--- src/rtl/tl_burst_arbiter.sv ---
// rtl/tl_burst_arbiter.sv - TileLink burst-aware N:1 beat arbiter, grant held for a whole message.
// Round-robin arbitration with macro TL_BURST_ARB_RR_EN, fixed priority (lowest index) otherwise.
module tl_burst_arbiter #(
  parameter int IN_NUM     = 2,
  parameter int PAYLOAD_W  = 64,
  parameter int SIZE_W     = 4,
  parameter int DATA_BYTES = 8,
  parameter int CNT_W      = 8
) (
  input  logic                                clk_i,
  input  logic                                rst_i,
  input  logic [IN_NUM-1:0]                   inp_valid_i,
  output logic [IN_NUM-1:0]                   inp_ready_o,
  input  logic [IN_NUM-1:0][PAYLOAD_W-1:0]    inp_payload_i,
  input  logic [IN_NUM-1:0][SIZE_W-1:0]       inp_size_i,
  input  logic [IN_NUM-1:0]                   inp_has_data_i,
  output logic                                oup_valid_o,
  input  logic                                oup_ready_i,
  output logic [PAYLOAD_W-1:0]                oup_payload_o,
  output logic [$clog2(IN_NUM)-1:0]           oup_sel_o,
  output logic                                busy_o
);

  localparam int SEL_W = $clog2(IN_NUM);
  localparam int LG_DB = $clog2(DATA_BYTES);

  typedef enum logic [1:0] {ST_IDLE, ST_HOLD, ST_BURST} state_t;

  state_t             state_q;
  logic [SEL_W-1:0]   sel_q;
  logic [CNT_W-1:0]   rem_q;
  logic [SEL_W-1:0]   win_idx;
  logic               win_found;
  logic [SEL_W-1:0]   idle_sel;
  logic [SEL_W-1:0]   cur_sel;
  logic               hs;
  logic [CNT_W-1:0]   beats;
  int                 sh;

`ifdef TL_BURST_ARB_RR_EN
  logic [SEL_W-1:0]   ptr_q;

  function automatic logic [SEL_W-1:0] next_idx(input logic [SEL_W-1:0] i);
    if (int'(i) == IN_NUM - 1) return '0;
    return i + SEL_W'(1);
  endfunction

  // Search starts at the pointer and wraps, so the last completed requester goes to the back.
  always_comb begin
    win_found = 1'b0;
    win_idx   = '0;
    for (int k = 0; k < IN_NUM; k++) begin
      int idx;
      idx = (int'(ptr_q) + k) % IN_NUM;
      if (!win_found && inp_valid_i[idx]) begin
        win_found = 1'b1;
        win_idx   = SEL_W'(idx);
      end
    end
  end

  assign idle_sel = ptr_q;
`else
  always_comb begin
    win_found = 1'b0;
    win_idx   = '0;
    for (int i = 0; i < IN_NUM; i++) begin
      if (!win_found && inp_valid_i[i]) begin
        win_found = 1'b1;
        win_idx   = SEL_W'(i);
      end
    end
  end

  assign idle_sel = sel_q;
`endif

  // Only IDLE arbitrates; HOLD and BURST replay the frozen grant.
  always_comb begin
    if (state_q == ST_IDLE) cur_sel = win_found ? win_idx : idle_sel;
    else                    cur_sel = sel_q;
    oup_valid_o   = inp_valid_i[cur_sel];
    oup_payload_o = inp_payload_i[cur_sel];
    inp_ready_o   = '0;
    inp_ready_o[cur_sel] = oup_ready_i && ((state_q != ST_IDLE) || win_found);
  end

  assign oup_sel_o = cur_sel;
  assign busy_o    = (state_q != ST_IDLE);
  assign hs        = oup_valid_o && oup_ready_i;

  // Beat count of the message being started; only meaningful on its first beat.
  always_comb begin
    sh    = 0;
    beats = CNT_W'(1);
    if (inp_has_data_i[cur_sel] && (int'(inp_size_i[cur_sel]) > LG_DB)) begin
      sh    = int'(inp_size_i[cur_sel]) - LG_DB;
      beats = (sh >= CNT_W) ? '1 : (CNT_W'(1) << sh);
    end
  end

  always_ff @(posedge clk_i) begin
    if (rst_i) begin
      state_q <= ST_IDLE;
      sel_q   <= '0;
      rem_q   <= '0;
`ifdef TL_BURST_ARB_RR_EN
      ptr_q   <= '0;
`endif
    end else begin
      case (state_q)
        ST_IDLE, ST_HOLD: begin
          if (state_q == ST_IDLE && win_found) sel_q <= win_idx;
          if (hs) begin
            if (beats > 1) begin
              state_q <= ST_BURST;
              rem_q   <= beats - CNT_W'(1);
            end else begin
              state_q <= ST_IDLE;
              rem_q   <= '0;
`ifdef TL_BURST_ARB_RR_EN
              ptr_q   <= next_idx(cur_sel);
`endif
            end
          end else if (state_q == ST_IDLE && win_found) begin
            state_q <= ST_HOLD;
          end
        end
        ST_BURST: begin
          if (hs) begin
            if (rem_q == 1) begin
              state_q <= ST_IDLE;
              rem_q   <= '0;
`ifdef TL_BURST_ARB_RR_EN
              ptr_q   <= next_idx(cur_sel);
`endif
            end else begin
              rem_q <= rem_q - CNT_W'(1);
            end
          end
        end
        default: state_q <= ST_IDLE;
      endcase
    end
  end

endmodule

--- config.mk ---
export PLATFORM = sky130hd
export DESIGN_NAME = tl_burst_arbiter
export DESIGN_NICKNAME = d
export VERILOG_FILES = /design/src/rtl/tl_burst_arbiter.sv
export SDC_FILE = /design/constraint.sdc
export NUM_CORES = 1
export LEC_CHECK = 0
export ABC_CLOCK_PERIOD_IN_PS = 6400
export CORE_MARGIN = 5
export CORE_UTILIZATION = 31
export DETAILED_ROUTE_END_ITERATION = 10
export GPL_ROUTABILITY_DRIVEN = 0
export HOLD_SLACK_MARGIN = 0.08
export PLACE_DENSITY = 0.82
export SYNTH_ARGS = -nofsm -noshare
export SYNTH_HDL_FRONTEND = slang
export SYNTH_SLANG_ARGS = --single-unit
--- constraint.sdc ---
create_clock -name clk_i -period 6.4 [get_ports clk_i]
set_clock_uncertainty 0.1 [all_clocks]
set_input_delay 1.6 -clock clk_i [delete_from_list [all_inputs] [get_ports clk_i]]
set_output_delay 1.6 -clock clk_i [all_outputs]
set_load 0.05 [all_outputs]
# Word-level counts from Yosys, hierarchy flattened
# Cells that the tools add are included.
[op_classes] n_addsub=3 n_lt_le_gt_ge=5 n_eq_ne=7 shift=1 muxes=28 bitwise_logic=1 reduce_logical=15
[op_table] operator="$mux W64" n=2
[op_table] operator="$mux W8" n=6
[op_table] operator="$shl A1 B32 Y8 const A" n=1
[op_table] operator="$pmux W8 S2" n=1
[op_table] operator="$sub A8 B1 Y8 const B" n=2
[op_table] operator="$mux W1" n=10
[op_table] operator="$mux W2" n=5
[op_table] operator="$eq A8 B1 Y1 const B" n=1
[op_table] operator="$gt A8 B1 Y1 const B" n=1
[op_table] operator="$mux W4" n=2
[op_table] operator="$logic_and A1 B1 Y1" n=6
[op_table] operator="$ne A2 B2 Y1 const B" n=3
[op_table] operator="$reduce_and A3 Y1" n=2
[op_table] operator="$ge A5 B5 Y1 const B" n=1
[op_table] operator="$sub A4 B2 Y5 const B" n=1
[op_table] operator="$gt A4 B2 Y1 const B" n=1
[op_table] operator="$pmux W2 S2" n=1
[op_table] operator="$reduce_bool A2 Y1" n=2
[op_table] operator="$ne A3 B3 Y1 const B" n=1
[op_table] operator="$and A2 B2 Y2" n=1
[op_table] operator="$eq A2 B1 Y1 const B" n=1
[op_table] operator="$eq A2 B2 Y1 const B" n=1
[op_table] operator="$logic_not A2 Y1" n=1
[op_table] operator="$lt A1 B2 Y1 const B" n=1
[op_table] operator="other kinds (6)" n=6
[word_totals] register_bits=11 input_bits=143 out_inout_bits=69 elab_cells=63

# Logic depth before layout (Yosys ltp)
# Gate-level depths: netlist (run 1).
[depth] ltp_word=16 depth_mapped=18 mapped_depth_nobuf=14

# Least setup slack after synthesis (run 1)
# OpenSTA, ideal clock, no wires.
[synth_path] path_type="input -> register" startpoint="in inp_valid_i[0]" endpoint="reg rem_q[5]" setup_ps=103 t_arrival_ps=5368 required_time_ps=6197 slack_ps=829 path_stages=16 cell_sequence="nor4b_2 -> a21oi_4 -> inv_2 -> buf_1 -> nand2_1 -> nand2_1 -> ha_1 -> clkbuf_1 -> nor3_1 -> a2111oi_2 -> o21ai_1 -> o22a_1 -> o221ai_2 -> a221o_1 -> nand2_1 -> a2111oi_2"
[synth_via] elab_chain_cells=16
[synth_rtl] element="start: declaration" line="12" text="input logic [IN_NUM-1:0] inp_valid_i,"
[synth_rtl] element="$mux W1 *" line="68" text="if (!win_found && inp_valid_i[i]) begin"
[synth_rtl] element="$logic_not A1 Y1" line="68"
[synth_rtl] element="$logic_and A1 B1 Y1" line="68"
[synth_rtl] element="$mux W1" line="68"
[synth_rtl] element="$mux W1 * (2 in a row)" line="80" text="if (state_q == ST_IDLE) cur_sel = win_found ? win_idx : idle_sel;"
[synth_rtl] element="net oup_sel_o" line="20" text="output logic [$clog2(IN_NUM)-1:0] oup_sel_o,"
[synth_rtl] element="$mux W4 (not written as such) (2 in a row)" line="96, 97"
[synth_rtl] element="$sub A4 B2 Y5" line="97" text="sh = int'(inp_size_i[cur_sel]) - LG_DB;"
[synth_rtl] element="$ge A5 B5 Y1 or $shl A1 B32 Y8 (tied branches)" line="98" text="beats = (sh >= CNT_W) ? '1 : (CNT_W'(1) << sh);"
[synth_rtl] element="$mux W8" line="98"
[synth_rtl] element="$mux W8" line="96" text="if (inp_has_data_i[cur_sel] && (int'(inp_size_i[cur_sel]) > LG_DB)) begin"
[synth_rtl] element="$sub A8 B1 Y8 or $gt A8 B1 Y1 (tied branches)" line="117, 115"
[synth_rtl] element="$mux W8" line="115" text="if (beats > 1) begin"
[synth_rtl] element="$mux W8" line="114" text="if (hs) begin"
[synth_rtl] element="$pmux W8 S2" line="111" text="case (state_q)"
[synth_rtl] element="end signal: assignment" line="117" text="rem_q <= beats - CNT_W'(1);"
[synth_rtl] element="end signal: assignment" line="138" text="rem_q <= rem_q - CNT_W'(1);"
[synth_rtl] element="end: declaration" line="31" text="logic [CNT_W-1:0] rem_q;"
# Mark *: on every way through the listed nets, which the timed path passes. The rest lies on a longest branch. The select of a mux whose other input is x is not followed.
# A chain may end at the register's enable or synchronous reset.

# Final worst setup path (run 1)
[layout_path] startpoint="in inp_valid_i[1]" endpoint="out oup_payload_o[56]"
[layout_via] elab_chain_cells=6
[layout_rtl] element="$logic_and A1 B1 Y1 *" line="68"
[layout_rtl] element="$mux W1" line="68"
[layout_rtl] element="$mux W1 * (2 in a row)" line="80"
[layout_rtl] element="$mux W64 (not written as such) * (2 in a row)" line="83" text="oup_payload_o = inp_payload_i[cur_sel];"
[layout_rtl] element="end: declaration" line="19" text="output logic [PAYLOAD_W-1:0] oup_payload_o,"
# Every way passes the cells marked *; elsewhere a longest branch is shown, timed or not. The select of a mux whose other input is x is not followed.

==> metrics.txt, run 1 <==
status=complete, no violations; DP Wirelength=about 8800 µm; Leakage=just over 2 nW; synth cell count leaders=nand2_1 (215), clkbuf_1 (17), nor2_1 (17); syn_nets=554; Ys Warns=0; Overflow after GRT=0; biggest cell delay along the critical path=600 ps; final antenna-violating net count=0; first-pass GRT wire length=16400 µm; sequential-to-total area share from yosys stat=9.83%; initial antenna violation count=0; Synth area leaders=nand2_1 (36%), dfxtp_1 (9.8%), a21oi_1 (3.4%), o21ai_0 (3.1%), clkbuf_1 (2.8%); Tot Pwr=between 0.8 and 0.9 mW; Skew-Pair Late Insertion Delay=240 ps; gr usage total=22.6%; largest net degree at the start of global routing=47; Initial Util=31.4%; maxcap violations=0; Slew Viols, Final=0; Critical path origin=inp_valid_i[1]; RSZ-0062 raised after global routing=no; CTS Buf Count=3; Worst Hold Endpoint=rem_q[6]; Worst-Margin Slew=1010 ps; routed vias/inst=4.92; final hold viol count=0; worst-path fanout max=46; Initial DRC Count=between 150 and 200; CTS tree=done; R2R Path End=rem_q[5]; Slew HR=between 30% and 40%; DRT Wirelength=10700 µm; post-route setup TNS=0 ps; first drt pass iteration count=7; power density cells=between 150 and 200 nW/µm²; top_reg_cell synth=dfxtp_1; Die ar.=~9000 µm²; Non-Filler Instances=around 700; hold buffers post-CTS=0; residual DRC count=0; clock sinks=11; Resized cells post-CTS=0; Tightest Hold Check Type=register to register; area delta synth->final=92.6%; via count=roughly 3400; worst r2r src=state_q[0]; fin crit share=86.4%; Reg2Reg Setup Slack=2400 ps; Post-synth ARST share=0%; Finish-stage setup viols=0; Reg clk slew, reported paths=50 ps; number of global-route vias before repair=around 3300; clock tree buffer depth=2; delay-heaviest family, CP=buffers and inverters; ANT cells=0; FF-to-FF path depth=15; Fmax achieved=0.181 GHz; cells along the critical path=clkdlybuf4s50_1, nor4b_2, a21oi_4, inv_2, buf_4, nand2_1, nand2_1, buf_4; root buf cell=clkbuf_8; Worst EP required=4700 ps; area of the mapped netlist=2240 µm²; Avg Cell Area, Syn=5.50 µm²; crit path launch type=input port; post-synthesis register bit count=11; Crit. End Element=output pin; critical path type=input port to output pin; CTS H-tree depth=1; hold path cells=2; Synth cell types=61; Worst VDD drop=between 0.00008 and 0.00009 V; dpl cells=~700; WL/cell=15.2 µm; I/O Buffers=211; Crit-path slowest cell=nor4b_2; boundary pin count=around 210; Die Wd=95 µm; crit path DAT=3830 ps; worst min-delay path startpoint=rem_q[6]; num rows=31; nets=750; Bufs and invs on worst path=4; EDFF count, synth=0; Core Region=7140 µm²; proportion of layout cells with a drive suffix above 1=15.1%; post-synth top area cell=nand2_1; min cycle time layout=5530 ps; top-count cell post-synth=nand2_1; post-CTS setup buffers=0; Die Span Y=95 µm; Synth top area share=36.0%; Mapped Cells=between 400 and 500
==> power by group <==
part / internal [mW] / total (mW) / switching, mW
Sequential: 0.0752 / 0.0863 / 0.0111
Combinational: 0.247 / 0.667 / 0.420
Clock: 0.0440 / 0.0735 / 0.0294
==> sequential cells by signal (all words and copies together) (netlist names) <==
| signal | flops |
|---|---|
| state_q | 2 |
| idle_sel | 1 |
| rem_q | 8 |
==> how the worst max path moves through the flow <==
| stage | end | slack [ps] | depth (start not counted) |
|---|---|---|---|
| after floorplan | rem_q[5] | 830 | 16 |
| after global placement | rem_q[5] | 820 | 15 |
| after detailed placement | rem_q[5] | 700 | 15 |
| after CTS | oup_payload_o[56] | 880 | 8 |
| after global routing | rem_q[5] | 600 | 15 |
| final | oup_payload_o[56] | 870 | 8 |
==> cells by family (layout without fill, tap and decap cells) <==
family	Yosys count	after routing	share of synthesized area [%]
adders and majority gates	4	4	2.23
AOI/OAI and AO/OA	82	82	28.2
buffers and inverters	34	229	6.20
xor gates and xnor gates	2	2	0.782
and+or+nand+nor	268	268	49.2
DFF	11	11	9.83
muxes	6	6	3.63
==> cell usage in the layout, fill, tap and decap left out, drive strengths merged, types with 3 or more instances in the layout <==
master / netlist / routed
nand2: 215 / 215
or3: 3 / 3
a31oi: 4 / 4
mux2i: 4 / 4
o211ai: 5 / 5
ha: 4 / 4
o2111ai: 3 / 3
buf: 8 / 71
clkbuf: 17 / 4
a21oi: 16 / 16
nor3: 6 / 6
nand2b: 6 / 6
a21o: 3 / 3
nor2: 17 / 17
inv: 9 / 9
nor4: 3 / 3
a211oi: 5 / 5
nand3: 5 / 5
a2111oi: 4 / 4
dfxtp: 11 / 11
clkdlybuf4s50: 0 / 145
o21ai: 17 / 17
a221o: 3 / 3
a21boi: 4 / 4
==> cell type report <==
type,count,area (µm²)
clock buffers,4,45.0
fillers,686,2820
inverters,9,33.8
multi-input cells,362,1880
flip-flops and latches,11,220
well taps,99,124
repair buffers,216,2010
==> tightest hold or removal path, cell delays in order, from the launching register on <==
cell,delay (ps)
dfxtp_1,310
nand2_1,60
a21oi_1,50
==> routing by layer <==
layer | track usage (%) | vias up | routed length, µm
met3 | 6.37 | 16 | 904
met2 | 43.0 | 149 | 5650
met4 | 4.81 | 0 | 166
li1 | - | 1764 | -
met5 | 0 | - | 0
met1 | 24.6 | 1518 | 3930
==> through the flow <==
stage / hold slack (ps) / setup slack [ps] / util (%) / instance area (µm²)
4_1_cts: 366 / 882 / 60.4 / 4310
3_3_place_gp: 350 / 821 / 59.8 / 4270
3_5_place_dp: 356 / 702 / 59.8 / 4270
2_1_floorplan: 332 / 829 / - / 2240
6_report: 370 / 873 / 60.4 / 4310
5_1_grt: 390 / 596 / 60.4 / 4310
Power figures use the tool's default switching activity.
==> run 2: changes to the inputs <==
GPL_TIMING_DRIVEN = 0   (was not set)
==> run 2 against run 1 <==
  * Worst setup slack got worse by 660 ps
  * Routed wire length increased by 0.90%
  * Largest power group unchanged
  * First-iteration DRC count increased by 26%
  * Largest cell class unchanged
  * Fmax decreased by 11%
  * Die area unchanged
  * Global-route usage increased by 0.65 points
  * Critical path type unchanged
==> metrics.txt, run 2 (synthesis gave the netlist of run 1 again) <==
Reg clk slew, reported paths=50 ps; largest net degree at the start of global routing=19; DP Wirelength=between 9000 and 10000 µm; biggest cell delay along the critical path=830 ps; Initial Util=31.4%; crit path DAT=4490 ps; hold buffers post-CTS=0; dpl ws=-310 ps; via count=3566; critical path type=input port to output pin; Slew HR=54.8%; clock tree buffer depth=2; worst-path fanout max=10; gr usage total=between 20% and 30%; nets=772; Crit-path slowest cell=clkdlybuf4s50_1; clock sinks=11; delay-heaviest family, CP=buffers and inverters; Core Region=~7100 µm²; Post-DP Area=approximately 4500 µm²; Leakage=2.05 nW; Slew Viols, Final=0; commonest non-fill, non-tap cell in the layout=nand2_1; crit path launch type=input port; ANT cells=0; cells along the critical path=clkdlybuf4s50_1, or3b_1, buf_2, a21oi_4, buf_12, clkbuf_1, nand2_1, nand2_1, clkdlybuf4s50_1; Initial DRC Count=209; final antenna-violating net count=0; Skew-Pair Late Insertion Delay=between 200 and 300 ps; Setup WS post-layout=210 ps; first drt pass iteration count=5; proportion of layout cells with a drive suffix above 1=4.81%; Reg2Reg Setup Slack=1890 ps; met3 Track Usage GR=8.13%; Finish-stage setup viols=0; Most Crowded Layer GR=met2; max reg flops=8; first-pass GRT wire length=16600 µm; WL/cell=14.9 µm; area delta synth->final=102%; min cycle time layout=6190 ps; Die Wd=roughly 95 µm; CTS Buf Count=3; boundary pin count=212; met2 GRT Util=42.0%; status=complete, no violations; DRT Wirelength=10700 µm; CTS H-tree depth=1; root buf cell=clkbuf_8; met1 Usage GRT=25.4%; Top reg by flops=rem_q; Worst-Margin Slew=a little under 700 ps; residual DRC count=0; fillcell total=between 600 and 700; Overflow after GRT=0; maxcap violations=0; Tightest Hold Check Type=register to register; Bufs and invs on worst path=5; final instance area=approximately 4500 µm²; register area=about 220 µm²; initial antenna violation count=0; I/O Buffers=211; multi-input logic area=approximately 1900 µm²; Worst VDD drop=about 0.000080 V; power density cells=184 nW/µm²; fin crit share=96.7%; CTS tree=done; Die Span Y=95 µm; number of global-route vias before repair=3337; Crit. End Element=output pin; final hold viol count=0; routed vias/inst=4.93; Fmax achieved=around 0.16 GHz; Die ar.=9030 µm²; post-layout util=63.4%; Worst EP required=4700 ps; num rows=31; most frequent cells in the layout=nand2_1 (215), clkdlybuf4s50_1 (181), dlygate4sd2_1 (30)
## run 2: cell type report
type,instances,area share (%)
clock buffer,4,0.995
tap,99,2.74
sequential,11,4.86
timing repair buffer,214,46.6
inverter,9,0.746
buffer,24,2.32
multi-input combinational,362,41.8
## run 2: metrics by stage
step                instances  hold slack (ps)  setup TNS [ps]  power [mW]
finish                    723              368               0       0.835
global route              723              392           -4.11       0.886
CTS                       720              364               0       0.830
detailed placement        717              359           -7820       0.772
global placement          717              348           -6170       0.763
floorplan                 407              332               0       0.513
## run 2: worst paths after layout
kind / from / end / cells after the start
hold reg to reg: rem_q[6] / rem_q[6] / 2
setup / recovery: inp_valid_i[0] / oup_payload_o[18] / 9
hold / removal: rem_q[6] / rem_q[6] / 2
setup reg to reg: state_q[0] / rem_q[5] / 17
## run 2: worst register-to-register path, stage by stage (launching register included)
cell and delay (ps):
dfxtp_1 290, buf_2 170, nor4b_4 470, a21oi_4 90, inv_2 300, clkbuf_2 280
nand2_1 80, nand2_1 90, ha_1 140, clkbuf_1 280, nor3_1 120, a2111oi_2 420
o21ai_1 250, o22a_1 250, o221ai_2 230, a221o_1 360, nand2_1 140, a2111oi_2 350
## run 2: report_power, final
| group | internal (mW) | total (mW) | switching (mW) |
|---|---|---|---|
| combinational | 0.254 | 0.681 | 0.427 |
| clock | 0.0440 | 0.0735 | 0.0295 |
| sequential | 0.0752 | 0.0806 | 0.00535 |
| total | 0.374 | 0.835 | 0.462 |
## run 2: metal layers
layer	routed length, µm	up-vias
met2	5590	165
met1	3890	1566
met4	255	0
met3	1020	24
li1	-	1811
met5	0	-
## run 2: repair_timing
action                                  4_1_cts  5_1_grt
resized for setup                            32        4
endpoints found under the setup margin       30       39
pin swaps                                     0        1
setup buffers                                 0        3
==> run 3: changes to the inputs <==
CORE_MARGIN = not set   (was 5)
MAX_ROUTING_LAYER = met4   (was not set)
PLACE_DENSITY = not set   (was 0.82)
PLACE_DENSITY_LB_ADDON = 0.05   (was not set)
==> run 3 against run 2 <==
  * Sequential power about the same
  * Non-clock buffer count decreased by 2
  * Via count decreased by 0.53%
  * Worst setup slack got worse by 37 ps
  * Clock power decreased by 2%
  * Critical path type unchanged
  * Largest cell class unchanged
  * Highest routed layer unchanged
==> metrics.txt, run 3 (synthesis gave the netlist of run 1 again) <==
CTS tree=done; Reg clk slew, reported paths=roughly 50 ps; Worst Hold Endpoint=rem_q[6]; Tightest Hold Check Type=register to register; Skew-Pair Late Insertion Delay=240 ps; fin crit share=97.3%; worst-path fanout max=10; Reg2Reg Setup Slack=1770 ps; Non-Filler Instances=718; Bufs and invs on worst path=4; cells along the critical path=clkdlybuf4s50_1, or3b_1, buf_2, a21oi_4, clkbuf_1, nand2_1, nand2_1, clkdlybuf4s50_1; power density cells=184 nW/µm²; Slew HR=55.2%; final hold viol count=0; crit path DAT=4530 ps; R2R Path End=rem_q[0]; DP Wirelength=8040 µm; FF-to-FF path depth=18; Die ar.=7570 µm²; Worst-Margin Slew=671 ps; largest net degree at the start of global routing=11; post-route setup TNS=0 ps; Initial DRC Count=212; DRT Wirelength=around 9700 µm; Core Region=6870 µm²; boundary pin count=~210; Crit. End Element=output pin; max reg flops=8; via count=3547; hold buffers post-CTS=0; area delta synth->final=101%; Leakage=roughly 2.0 nW; ANT cells=0; residual DRC count=0; WL/cell=roughly 13 µm; maxcap violations=0; initial antenna violation count=0; Worst VDD drop=0.0000830 V; Top reg by flops=rem_q; I/O Buffers=211; RSZ-0062 raised after global routing=yes; CTS H-tree depth=1; Tot Pwr=0.826 mW; num rows=30; Initial Util=32.6%; gr usage total=25.8%; CTS Buf Count=3; Slew Viols, Final=0; Crit-path slowest cell=clkdlybuf4s50_1; min cycle time layout=6230 ps; final antenna-violating net count=0; clock sinks=11; routed vias/inst=a little under 5; critical path type=input port to output pin; first-pass GRT wire length=15300 µm; hold slack=362 ps; proportion of layout cells with a drive suffix above 1=4.50%; clock tree buffer depth=2; fillcell total=658; hold path cells=2; first drt pass iteration count=5; worst min-delay path startpoint=rem_q[6]; worst r2r src=state_q[0]; crit path launch type=input port; dpl cells=714; Die Span Y=87 µm; biggest cell delay along the critical path=810 ps; root buf cell=clkbuf_8; most frequent cells in the layout=nand2_1 (215), clkdlybuf4s50_1 (181), dlygate4sd2_1 (30); Fmax achieved=0.161 GHz; Worst EP required=4700 ps; Overflow after GRT=0; Die Wd=87 µm; number of global-route vias before repair=3298; Finish-stage setup viols=0; nets=770; status=complete, no violations; commonest non-fill, non-tap cell in the layout=nand2_1; delay-heaviest family, CP=buffers and inverters
[run 3: changes by cell type in the layout (fill, tap and decap cells not counted)]
cell	previous run	this run
a2111oi_0	0	1
a221o_1	3	2
buf_1	3	4
buf_12	1	0
a221o_2	0	1
a2111oi_1	1	0
buf_4	2	0
[run 3: worst max path at each step]
stage,from,to,slack (ps),depth (start not counted)
floorplan,inp_valid_i[0],rem_q[5],830,16
global placement,inp_valid_i[1],oup_payload_o[37],-220,9
detailed placement,inp_valid_i[1],oup_payload_o[37],-210,9
CTS,inp_valid_i[0],oup_payload_o[30],40,9
global route,inp_valid_i[0],oup_payload_o[54],-9,9
finish,inp_valid_i[0],oup_payload_o[6],170,8
[run 3: area by class of cell]
class | count | area (µm²) | area share (%)
Inverter | 9 | 33.8 | 0.752
Multi-Input combinational cell | 362 | 1890 | 42.1
Tap cell | 96 | 120 | 2.67
Sequential cell | 11 | 220 | 4.90
Clock buffer | 4 | 45.0 | 1.00
Buffer | 25 | 109 | 2.42
Timing Repair Buffer | 211 | 2070 | 46.2
[run 3: routing by layer]
metal | track usage [%] | routed length [µm]
met5 | - | 0
met4 | 6.97 | 265
met3 | 4.93 | 572
met2 | 44.7 | 4840
met1 | 30.3 | 3980
[run 3: repair_timing]
item,CTS,global route
endpoints found under the hold margin,0,0
gates resized for setup,31,7
cloned,0,0
endpoints found under the setup margin,30,37
setup buffers,0,0
[run 3: through the flow]
stage               util [%]  setup slack, ps  instance area [µm²]
floorplan                  -              829                 2240
global placement        65.1             -219                 4470
detailed placement      65.1             -208                 4470
CTS                     65.3             37.2                 4490
global route            65.4            -9.47                 4490
finish                  65.4              173                 4490
[run 3: worst min-delay path: stages, from the launching register on]
cell,delay (ps)
dfxtp_1,310
nand2_1,60
a21oi_1,50
[run 3: power breakdown]
part,total [mW],switching [mW],leakage (nW),internal (mW)
sequential,0.0804,0.00511,0.0901,0.0752
clock,0.0718,0.0279,0.0228,0.0439
combinational,0.674,0.424,1.92,0.250
